**config.mk**
```make
export PLATFORM = sky130hd
export DESIGN_NAME = ifu_predecode_queue
export DESIGN_NICKNAME = d
export VERILOG_FILES = /design/src/rtl/ifu_predecode_queue.sv
export SDC_FILE = /design/constraint.sdc
export NUM_CORES = 1
export LEC_CHECK = 0
export ABC_AREA = 1
export BUFFER_PORTS_ARGS = -buffer_cell sky130_fd_sc_hd__buf_4
export CORE_ASPECT_RATIO = 1.2
export CORE_MARGIN = 5
export CORE_UTILIZATION = 36
export CTS_CLUSTER_SIZE = 30
export DETAILED_ROUTE_END_ITERATION = 6
export PLACE_DENSITY = 0.55
export SLEW_MARGIN = 10
export SYNTH_ARGS = -nofsm -noshare
export SYNTH_HDL_FRONTEND = slang
export SYNTH_SLANG_ARGS = --single-unit
```
**constraint.sdc**
```tcl
create_clock -name clk -period 14.5 [get_ports clk]
set_input_delay 2.175 -clock clk [delete_from_list [all_inputs] [get_ports clk]]
set_output_delay 2.175 -clock clk [all_outputs]
set_load 0.1 [all_outputs]
```
**src/rtl/ifu_predecode_queue.sv**
```systemverilog
// Fetch-to-decode instruction queue with early b/bl redirect and wrong-path squash.
// Ports: clk, reset (async, active-high), flush; in_* fetch side (valid/ready);
//        out_* decode side (valid/ready, pred_taken, target); redirect_* to PC gen.
module ifu_predecode_queue #(
    parameter int DEPTH = 4
) (
    input  logic        clk,
    input  logic        reset,
    input  logic        flush,
    input  logic        in_valid,
    input  logic [31:0] in_pc,
    input  logic [31:0] in_inst,
    output logic        in_ready,
    output logic        out_valid,
    input  logic        out_ready,
    output logic [31:0] out_pc,
    output logic [31:0] out_inst,
    output logic        out_pred_taken,
    output logic [31:0] out_target,
    output logic        redirect_valid,
    output logic [31:0] redirect_pc
);

    localparam int PW = (DEPTH > 1) ? $clog2(DEPTH) : 1;
    localparam logic [PW:0] FULL_CNT = DEPTH[PW:0];

    localparam logic [0:0] ST_NORMAL = 1'b0;
    localparam logic [0:0] ST_SQUASH = 1'b1;

    typedef struct packed {
        logic [31:0] pc;
        logic [31:0] inst;
        logic        pred_taken;
        logic [31:0] target;
    } entry_t;

    entry_t      mem_q [DEPTH];
    entry_t      mem_d [DEPTH];
    logic [PW-1:0] wr_ptr_q, wr_ptr_d;
    logic [PW-1:0] rd_ptr_q, rd_ptr_d;
    logic [PW:0]   count_q, count_d;
    logic [0:0]    state_q, state_d;
    logic [31:0]   sq_target_q, sq_target_d;
    logic          redirect_valid_q, redirect_valid_d;
    logic [31:0]   redirect_pc_q, redirect_pc_d;

    logic        is_br;
    logic [25:0] i26;
    logic [31:0] br_target;
    logic        full;
    logic        pc_match;
    logic        fire_in;
    logic        enq;
    logic        deq;

    assign i26       = {in_inst[9:0], in_inst[25:10]};
    assign br_target = in_pc + {{4{i26[25]}}, i26, 2'b00};
    assign is_br     = (in_inst[31:26] == 6'b010100) ||
                       (in_inst[31:26] == 6'b010101);
    assign full      = (count_q == FULL_CNT);
    assign pc_match  = (in_pc == sq_target_q);

    assign out_valid      = (count_q != '0);
    assign out_pc         = mem_q[rd_ptr_q].pc;
    assign out_inst       = mem_q[rd_ptr_q].inst;
    assign out_pred_taken = mem_q[rd_ptr_q].pred_taken;
    assign out_target     = mem_q[rd_ptr_q].target;
    assign redirect_valid = redirect_valid_q;
    assign redirect_pc    = redirect_pc_q;

    // While squashing, wrong-path words are swallowed regardless of fullness;
    // only the awaited target must wait for a free slot.
    always_comb begin
        in_ready = 1'b0;
        if (!flush) begin
            if (state_q == ST_SQUASH && !pc_match)
                in_ready = 1'b1;
            else
                in_ready = !full;
        end
    end

    assign fire_in = in_valid & in_ready;
    assign enq     = fire_in & ((state_q == ST_NORMAL) | pc_match);
    assign deq     = out_valid & out_ready & !flush;

    always_comb begin
        for (int i = 0; i < DEPTH; i++)
            mem_d[i] = mem_q[i];
        wr_ptr_d         = wr_ptr_q;
        rd_ptr_d         = rd_ptr_q;
        count_d          = count_q;
        state_d          = state_q;
        sq_target_d      = sq_target_q;
        redirect_valid_d = 1'b0;
        redirect_pc_d    = redirect_pc_q;

        if (enq) begin
            mem_d[wr_ptr_q].pc         = in_pc;
            mem_d[wr_ptr_q].inst       = in_inst;
            mem_d[wr_ptr_q].pred_taken = is_br;
            mem_d[wr_ptr_q].target     = is_br ? br_target : 32'h0;
            wr_ptr_d = wr_ptr_q + 1'b1;
            if (is_br) begin
                sq_target_d      = br_target;
                redirect_valid_d = 1'b1;
                redirect_pc_d    = br_target;
                state_d          = ST_SQUASH;
            end else begin
                state_d = ST_NORMAL;
            end
        end

        if (deq)
            rd_ptr_d = rd_ptr_q + 1'b1;

        if (enq && !deq)
            count_d = count_q + 1'b1;
        else if (!enq && deq)
            count_d = count_q - 1'b1;

        if (flush) begin
            wr_ptr_d         = '0;
            rd_ptr_d         = '0;
            count_d          = '0;
            state_d          = ST_NORMAL;
            redirect_valid_d = 1'b0;
        end
    end

    always_ff @(posedge clk or posedge reset) begin
        if (reset) begin
            for (int i = 0; i < DEPTH; i++)
                mem_q[i] <= '0;
            wr_ptr_q         <= '0;
            rd_ptr_q         <= '0;
            count_q          <= '0;
            state_q          <= ST_NORMAL;
            sq_target_q      <= '0;
            redirect_valid_q <= 1'b0;
            redirect_pc_q    <= '0;
        end else begin
            for (int i = 0; i < DEPTH; i++)
                mem_q[i] <= mem_d[i];
            wr_ptr_q         <= wr_ptr_d;
            rd_ptr_q         <= rd_ptr_d;
            count_q          <= count_d;
            state_q          <= state_d;
            sq_target_q      <= sq_target_d;
            redirect_valid_q <= redirect_valid_d;
            redirect_pc_q    <= redirect_pc_d;
        end
    end

endmodule
```
==> results of run 1 <==
critical path: stages (launching register included):
cell and delay (ns):
dfrtp_4 0.70, inv_6 0.50, buf_4 0.72, buf_4 0.77, o21ai_0 0.17, o22ai_1 0.55
buf_4 0.41
cell usage after synthesis:
master       n
dfrtp_1    429
nor3_1       6
clkbuf_1    87
ha_1        33
o22ai_1     75
buf_4        7
inv_2        7
nand4_4      1
nand3_1     27
nor4_1       1
buf_6       15
xnor2_1     32
inv_1       93
nand2_1   1033
o211ai_1     1
o21ai_0    404
nand2_4      2
a21oi_1     54
a21boi_0     2
a21o_1       4
clkinv_1     2
xor2_1      16
nand2_2      3
and2_1       1
nand4_1     10
a31oi_1      6
nor2_4       1
buf_1        2
nor2_1     227
o21bai_1     8
inv_4        1
buf_2       44
o21ai_1     26
fa_1         2
or2_2        1
power groups by stage:
stage	sequential, mW	combinational, mW	clock [mW]
floorplan	1.80	1.85	0
global placement	1.70	2.58	0
detailed placement	1.71	2.60	0
CTS	1.69	2.61	1.26
global route	1.73	2.74	1.30
finish	1.69	2.58	1.23
metrics by stage:
| step | hold WS (ns) | std cells | util [%] | power (mW) | worst slack [ns] |
|---|---|---|---|---|---|
| finish | 0.472 | 3552 | 42.4 | 5.50 | 7.83 |
| global route | 0.487 | 3551 | 42.4 | 5.77 | 7.73 |
| CTS | 0.476 | 3551 | 42.4 | 5.55 | 7.85 |
| detailed placement | 0.460 | 3466 | 39.7 | 4.31 | 8.47 |
| global placement | 0.456 | 3466 | 39.7 | 4.29 | 8.49 |
| floorplan | 0.444 | 2663 | - | 3.65 | 0.378 |
how the worst max path moves through the flow:
stage	from	end	slack, ns	depth (start not counted)
2_1_floorplan	reset	count_q[0]	0.38	1
3_3_place_gp	rd_ptr_q[0]	out_pc[28]	8.49	6
3_5_place_dp	rd_ptr_q[0]	out_pc[28]	8.47	6
4_1_cts	rd_ptr_q[0]	out_pc[28]	7.85	6
5_1_grt	rd_ptr_q[0]	out_pc[28]	7.73	6
6_report	rd_ptr_q[0]	out_pc[28]	7.83	6
final cells by class:
class	count	area share [%]
inverter	103	1.67
antenna	1	0.0103
timing repair buffer	223	6.94
sequential	429	44.2
clock inverter	14	0.504
multi-input combinational	1976	36.9
clock buffer	71	6.00
tap	735	3.78
metal layers:
layer / track usage [%] / share of wire, %
met1: 30.2 / 41
met2: 37.3 / 47
met3: 4.45 / 6.8
met4: 10.6 / 5.1
met5: 0 / 0.018
registers in the layout, indices dropped and copies added (netlist names):
register / count
mem_q: 388
redirect_pc: 32
count_q: 3
rd_ptr_q: 2
wr_ptr_q: 2
redirect_valid: 1
state_q: 1
cell families after synthesis:
kind of cell    after synthesis
compound gates              580
xor+xnor                     48
fa+ha+maj                    35
buf+inv                     258
flops                       429
simple gates               1313
==> impl_results.md, run 1 <==
* Status: completed
* Longest Clk Path Bufs at 3
* Sum of negative setup slack at 0 ns
* First-pass GRT wire length at 113 mm
* Simple-Gate Fraction of Synth Area at 24.2%
* Part of the Yosys area used for sequential elements at 51.5%
* Root buf cell: clkbuf_16
* Syn nets at 2767
* Vias in the first global route at 18200
* Cell Area, Synth at 20900 um^2
* Largest family of logic cells by synthesized area: simple AND/OR/NAND/NOR gates
* Vias per cell at 5.24
* Routed Antenna Nets at 0
* DR pass1 iterations at 5
* Worst-Skew Late Latency at 0.58 ns
* Most common cell after layout, fill and taps aside: nand2_1
* Crit path DAT at 4.50 ns
* Yosys cell types at 35
* FMAX at 150 MHz
* Reg power frac at 30.7%
* Core Region at 57300 um^2
* Relative slew slack at 30.9%
* Hold depth at 2
* Compound-Gate Fraction of Synth Area at 14.6%
* Crit Path Class: reg2out
* Leakage at 12.3 nW
* Count of final hold-check violations at 0
* Worst reg2reg path depth at 13
* Type of the worst min-delay path: reg2reg
* Height of the die at 274 um
* Hpwl dp at 48.1 mm
* Switching pwr at 2.73 mW
* Reg area at 10700 um^2
* Gpl congestion at 0.879
* CP Capture Type: primary output
* Drt first-iter violations at 1577
* CP Data Required Time at 12.32 ns
* Initial antenna violation count at 2
* Total grt overflow at 0
* Area after DPL at 22700 um^2
* Max-cap violations at 0
* Post-synthesis mux area share at 0%
* Postcts setup bufs at 0
* Switching Fraction at 49.6%
* Adder-cell share of the synthesized area at 2.17%
* Crit start category: flop
* Power Internal at 2.77 mW
* Fillcell total at 5776
* Min Tclk post-route at 6.67 ns
* I/O pin cnt at 201
* Layout net count at 2883
* CTS sink count at 429
* Clock Skew at 0.0146 ns
* Combinational power share at 47.0%
* Routed wire length at 74.2 mm
* CTS clk-pin slew, worst paths at 0.06 ns
* Clock Power Share at 22.3%
* P&R area growth vs syn at 16.5%
* CTS tree: done
* Xor/xnor share of the synthesized area at 2.01%
* Pwr dens at 226 nW/um^2
* Final max-slew violation count at 0
* Die area at 62900 um^2
* Synthesized flop and latch total at 429
* Pin count of the biggest net entering global routing at 168
* H-tree levels at 2
* Area share of the largest cell type after synthesis at 51.5%
* Row count at 96
* Synth Warn # at 0
* Synth Area per Inst at 7.84 um^2
* Mapped Cells at 2663
* Post-CTS resize count at 0
* Drt drc at 0
* Synth area leaders: dfrtp_1, nand2_1, o21ai_0
* Min-delay src: mem_q[234]
* Peak supply drop at 0.211 mV
* Wire per inst at 20.9 um
* Share of post-route cells with drive strength above 1 at 11.4%
* Final period util at 46.0%
* Least-Margin Pin Slew at 1.04 ns
* Worst R2R Start: redirect_pc[7]
* R2R setup slack at 10.73 ns
* Die W at 230 um
* CTS Buf Count at 46
* Starting Density at 36.4%
* Routed vias at 18600
* Number of buffers added on ports at 200
* Final Cell Area at 24300 um^2
* Finish-stage setup viols at 0
* Worst Hold Path EP: mem_q[234]
* Crit-path max FO at 80
* Synth area leader: dfrtp_1
* Multi-input gate area at 8970 um^2
* RR Endpoint: mem_q[132]
* RSZ-0062 raised after global routing: no
* GRT Overall Usage at 23.1%
* CTS hold repair buffers at 0
* Most frequent cells in the layout: nand2_1, dfrtp_1, o21ai_0
No activity file was read; power rests on OpenSTA's default activity.
==> inputs of run 2 (changes only) <==
--- a/config.mk
+++ b/config.mk
@@ -5,14 +5,14 @@
 export SDC_FILE = /design/constraint.sdc
 export NUM_CORES = 1
 export LEC_CHECK = 0
-export ABC_AREA = 1
+export ABC_AREA = 0
 export BUFFER_PORTS_ARGS = -buffer_cell sky130_fd_sc_hd__buf_4
 export CORE_ASPECT_RATIO = 1.2
 export CORE_MARGIN = 5
 export CORE_UTILIZATION = 36
 export CTS_CLUSTER_SIZE = 30
 export DETAILED_ROUTE_END_ITERATION = 6
-export PLACE_DENSITY = 0.55
+export PLACE_DENSITY = 0.53
 export SLEW_MARGIN = 10
 export SYNTH_ARGS = -nofsm -noshare
 export SYNTH_HDL_FRONTEND = slang
==> constraint.sdc (replaced) <==
create_clock -name clk -period 6.78 [get_ports clk]
set_input_delay 1.017 -clock clk [delete_from_list [all_inputs] [get_ports clk]]
set_output_delay 1.017 -clock clk [all_outputs]
set_load 0.1 [all_outputs]
==> impl_results.md, run 2 <==
* Yosys cell types at 60
* Number of flip-flops in the largest register at 388
* Adder-cell share of the synthesized area at 2.25%
* Crit-path max FO at 51
* P&R area growth vs syn at 19.1%
* Total grt overflow at 0
* Post-CTS resize count at 0
* Gpl congestion at 0.839
* Synth Warn # at 0
* Synth area leaders: dfrtp_1, mux2_2, mux4_2
* Number of buffers added on ports at 200
* Row count at 94
* Postcts setup bufs at 0
* Worst R2R Start: redirect_pc[5]
* CTS clk-pin slew, worst paths at 0.06 ns
* Mapped Cells at 1480
* Combinational power share at 43.7%
* Min setup slack post-route at 2.53 ns
* Overall Power at 11.2 mW
* Syn nets at 1584
* Utilization after layout at 43.5%
* Most common cell after layout, fill and taps aside: dfrtp_1
* Hpwl dp at 39.2 mm
* CP Data Required Time at 5.76 ns
* Layout net count at 1763
* CP Capture Type: primary output
* Height of the die at 269 um
* Count of final hold-check violations at 0
* Synth area leader: dfrtp_1
* Compound-Gate Fraction of Synth Area at 6.17%
* R2R setup slack at 2.75 ns
* # diodes at 0
* Ys flop type: dfrtp_1
* Part of the Yosys area used for sequential elements at 53.4%
* Core Region at 55000 um^2
* Die area at 60700 um^2
* Hold_ws at 0.473 ns
* Xor/xnor share of the synthesized area at 2.53%
* GRT Overall Usage at 18.9%
* Finish-stage setup viols at 0
* DR pass1 iterations at 7
* Most frequent cells in the layout: dfrtp_1, mux2_2, buf_4
* Peak supply drop at 0.503 mV
* Worst-Skew Late Latency at 0.58 ns
* Power Internal at 6.32 mW
* Largest family of logic cells by synthesized area: multiplexers
* Crit path DAT at 3.23 ns
* Die W at 226 um
* Post-synthesis mux area share at 28.1%
* Least-Margin Pin Slew at 1.08 ns
* Pwr dens at 469 nW/um^2
* CTS tree: done
* Vias in the first global route at 13500
* Synthesized flop and latch total at 429
* Share of post-route cells with drive strength above 1 at 42.0%
* First-pass GRT wire length at 86.8 mm
* Type of the worst min-delay path: reg2reg
* Wire per inst at 23.6 um
* Status: completed
* Final period util at 62.7%
* Reg with most FFs: mem_q
* Pre-CTS setup slack at 2.02 ns
* Root buf cell: clkbuf_16
* RSZ-0062 raised after global routing: no
* Min-delay src: mem_q[7]
* Min Tclk post-route at 4.25 ns
* Routed vias at 12800
* Switching Fraction at 43.7%
* Vias per cell at 5.29
* Starting Density at 36.5%
* Worst setup path startpoint: rd_ptr_q[0]
* Drt first-iter violations at 583
* Drt drc at 0
* Cell Area, Synth at 20100 um^2
* CTS sink count at 429
* Synth cell count leaders: dfrtp_1, mux2_2, nand2_1
* CTS Buf Count at 46
* Simple-Gate Fraction of Synth Area at 5.51%
* Routed Antenna Nets at 0
* Final max-slew violation count at 0
* Switching pwr at 4.91 mW
* Clock Skew at 0.0243 ns
* Routed wire length at 57.0 mm
* Longest Clk Path Bufs at 3
* FMAX at 235 MHz
* CTS hold repair buffers at 0
* Relative slew slack at 28.0%
* Reg power frac at 33.0%
* Crit start category: flop
* Post-synth ARST share at 100%
* Crit Path Class: reg2out
* Synth Area per Inst at 13.6 um^2
* Pin count of the biggest net entering global routing at 179
* Leakage at 11.0 nW
* Clock Power Share at 23.3%
* Area share of the largest cell type after synthesis at 53.4%
* I/O pin cnt at 201
* Initial antenna violation count at 3
* H-tree levels at 2
* Number of synthesized flops with an enable pin at 0
* Most numerous cell in the Yosys netlist: dfrtp_1
* Max-cap violations at 0
[run 2: cell types whose count changed after synthesis, moves of 50 or more]
cell	before	now
o21ai_0	404	86
mux4_2	0	97
inv_1	93	14
clkbuf_1	87	37
o22ai_1	75	1
mux2_2	0	300
nand2_1	1033	168
nor2_1	227	31
[run 2: worst max-delay path, cell delays in order, from the launching register on]
cell     delay [ns]
dfrtp_4        1.05
buf_4          0.65
mux4_2         0.67
buf_4          0.27
[run 2: kinds of logic (layout without fill, tap and decap cells)]
group	count (synthesis)	after routing
AO/OA/AOI/OAI	196	196
AND/OR/NAND/NOR	257	257
buffers and inverters	101	315
adder cells (fa/ha/maj)	35	35
flip-flops	429	429
multiplexers	404	404
XOR/XNOR	58	58
[run 2: worst paths after layout]
check | end | cells past startpoint
max | out_target[14] | 3
min | mem_q[7] | 2
max reg2reg | mem_q[47] | 8
min reg2reg | mem_q[7] | 2
max in group asynchronous | mem_q[345] | 3
min in group asynchronous | redirect_pc[29] | 2
[run 2: layout make-up]
cell class	instances	area [um^2]
Clock buffer	70	1390
Sequential cell	429	10700
Clock inverter	13	184
Multi-Input combinational cell	950	8990
Inverter	15	60.1
Timing Repair Buffer	217	1670
Fill cell	5083	31100
Tap cell	720	901
[run 2: metrics by stage]
step | std cells | TNS, ns | instance area, um^2
global route | 2414 | 0 | 23900
CTS | 2414 | 0 | 23900
floorplan | 1480 | -12.18 | 20100
detailed placement | 2331 | 0 | 22400
global placement | 2331 | 0 | 22400
finish | 2414 | 0 | 23900
[run 2: routing by layer]
metal / share of wire, % / up-vias / global-route usage (%)
met5: 0.060 / - / 0
met4: 3.2 / 6 / 6.17
met3: 5.1 / 84 / 4.20
met2: 49 / 276 / 31.1
met1: 43 / 6627 / 25.0
li1: - / 5772 / -
[run 2: power groups by stage]
stage                     sequential [mW]  clock [mW]  combinational (mW)
final                                3.71        2.61                4.90
after global routing                 3.80        2.79                5.11
after CTS                            3.72        2.68                4.97
after detailed placement             3.76           0                4.96
after global placement               3.73           0                4.93
after floorplan                      3.81           0                3.80
==> inputs of run 3 (changes only) <==
--- a/config.mk
+++ b/config.mk
@@ -5,14 +5,14 @@
 export SDC_FILE = /design/constraint.sdc
 export NUM_CORES = 1
 export LEC_CHECK = 0
-export ABC_AREA = 0
+export ABC_AREA = 1
 export BUFFER_PORTS_ARGS = -buffer_cell sky130_fd_sc_hd__buf_4
 export CORE_ASPECT_RATIO = 1.2
 export CORE_MARGIN = 5
 export CORE_UTILIZATION = 36
 export CTS_CLUSTER_SIZE = 30
 export DETAILED_ROUTE_END_ITERATION = 6
-export PLACE_DENSITY = 0.53
+export PLACE_DENSITY = 0.55
 export SLEW_MARGIN = 10
 export SYNTH_ARGS = -nofsm -noshare
 export SYNTH_HDL_FRONTEND = slang
==> constraint.sdc (replaced) <==
create_clock -name clk -period 3.8 [get_ports clk]
set_input_delay 0.57 -clock clk [delete_from_list [all_inputs] [get_ports clk]]
set_output_delay 0.57 -clock clk [all_outputs]
set_load 0.1 [all_outputs]
==> impl_results.md, run 3 (synthesis gave the netlist of run 1 again) <==
* DR pass1 iterations at 7
* Metal3 WL at 4.59 mm
* Crit-path max FO at 83
* Failing checks: DRC
* Least-Margin Pin Slew at 1.01 ns
* H-tree levels at 2
* Min setup slack post-route at 0.454 ns
* Pin count of the biggest net entering global routing at 133
* Hold_ws at 0.0251 ns
* Critical-path cell list: inv_6 -> buf_12 -> o21ai_0 -> o22ai_1 -> buf_4
* Finish-stage setup viols at 0
* Die W at 230 um
* Vias per cell at 5.21
* Core Region at 57300 um^2
* Die area at 62900 um^2
* I/O pin cnt at 201
* Metal-1 WL at 30.9 mm
* Starting Density at 36.4%
* Finished Layout Cells at 3562
* Peak supply drop at 0.916 mV
* FMAX at 299 MHz
* Family with the most delay on the worst path: buffers and inverters
* Most common cell after layout, fill and taps aside: nand2_1
* CP endpoint: out_target[22]
* Leakage at 12.4 nW
* R2R setup slack at 0.90 ns
* Metal2 WL at 33.3 mm
* CTS sink count at 429
* Drt first-iter violations at 1482
* First-pass GRT wire length at 111 mm
* Row count at 96
* Height of the die at 274 um
* Relative slew slack at 32.8%
* Worst setup path startpoint: rd_ptr_q[0]
* RR Endpoint: mem_q[256]
* Final max-slew violation count at 0
* Max-cap violations at 0
* Status: complete, but fails checks
* Worst-Skew Late Latency at 0.58 ns
* Worst R2R Start: redirect_pc[0]
* Number of buffers added on ports at 200
* Crit path DAT at 2.78 ns
* Routed vias at 18600
* CP Capture Type: primary output
* Min Tclk post-route at 3.35 ns
* Reg with most FFs: mem_q
* Clock Skew at 0.0128 ns
* Crit start category: flop
* Routed Antenna Nets at 0
* Number of flip-flops in the largest register at 388
* Final period util at 88.0%
* Worst path depth at 5
* GRT Overall Usage at 22.3%
* Final Cell Area at 24600 um^2
* Pwr dens at 852 nW/um^2
* Cells after DPL at 3481
* Uppermost routed layer: met5
* Worst reg2reg path depth at 15
* Share of post-route cells with drive strength above 1 at 11.6%
* Count of final hold-check violations at 0
* P&R area growth vs syn at 17.7%
* Critical path buffer and inverter count at 3
* Gpl congestion at 0.984
* Drt drc at 3
* Crit Path Class: reg2out
* Vias in the first global route at 18100
* Routed wire length at 71.3 mm
* Fillcell total at 5792
* Area after DPL at 23000 um^2
* Type of the worst min-delay path: in2async
* Delay of the slowest cell on the worst path at 0.55 ns
* Total grt overflow at 0
* CP Data Required Time at 3.23 ns
* Wire per inst at 20.0 um
* CTS tree: done
* RSZ-0062 raised after global routing: no
* Pre-CTS setup slack at 0.608 ns
* CTS clk-pin slew, worst paths at 0.06 ns
* Longest Clk Path Bufs at 3
* CTS hold repair buffers at 0
* Most frequent cells in the layout: nand2_1, dfrtp_1, o21ai_0
* Root buf cell: clkbuf_16
* Slowest cell on the critical path: dfrtp_4
* Layout net count at 2899
* Postcts setup bufs at 0
* Initial antenna violation count at 3
* CTS Buf Count at 47
* Post-CTS resize count at 0
* Hpwl dp at 47.2 mm
==> run 3: final cells by class <==
type / count / area [um^2] / area share (%)
sequential: 429 / 10700 / 43.7
multi-input combinational: 1976 / 8970 / 36.5
timing repair buffer: 238 / 1970 / 8.04
clock buffer: 71 / 1430 / 5.82
tap: 735 / 920 / 3.74
inverter: 103 / 399 / 1.62
clock inverter: 9 / 123 / 0.499
antenna: 1 / 2.50 / 0.0102
==> run 3: per-layer routing <==
metal / GRT usage (%) / up-vias
met5: 0 / -
met4: 7.55 / 4
met3: 4.15 / 102
met2: 36.0 / 588
met1: 30.5 / 9011
li1: - / 8858
==> run 3: stage by stage <==
step                 TNS, ns  utilization [%]  power [mW]
finish                     0             42.9        20.9
CTS                        0             42.9        21.1
global placement           0             40.2        16.3
global route               0             42.9        22.0
floorplan           -1098.84                -        13.9
detailed placement         0             40.2        16.4
==> run 3: how the worst min path moves through the flow <==
stage / from / endpoint / slack [ns] / cells past startpoint
3_5_place_dp: mem_q[227] / mem_q[227] / 0.46 / 2
6_report: reset / mem_q[296] / 0.03 / 2
2_1_floorplan: mem_q[151] / mem_q[151] / 0.44 / 2
5_1_grt: reset / mem_q[198] / 0.03 / 2
4_1_cts: reset / mem_q[296] / 0.008 / 2
3_3_place_gp: mem_q[48] / mem_q[48] / 0.46 / 2
==> run 3: where the power goes <==
| group | leakage [nW] | switching (mW) | internal, mW |
|---|---|---|---|
| clock network | 0.764 | 1.87 | 2.78 |
| logic | 5.98 | 7.71 | 2.15 |
| registers | 5.62 | 0.653 | 5.76 |
| total | 12.4 | 10.2 | 10.7 |
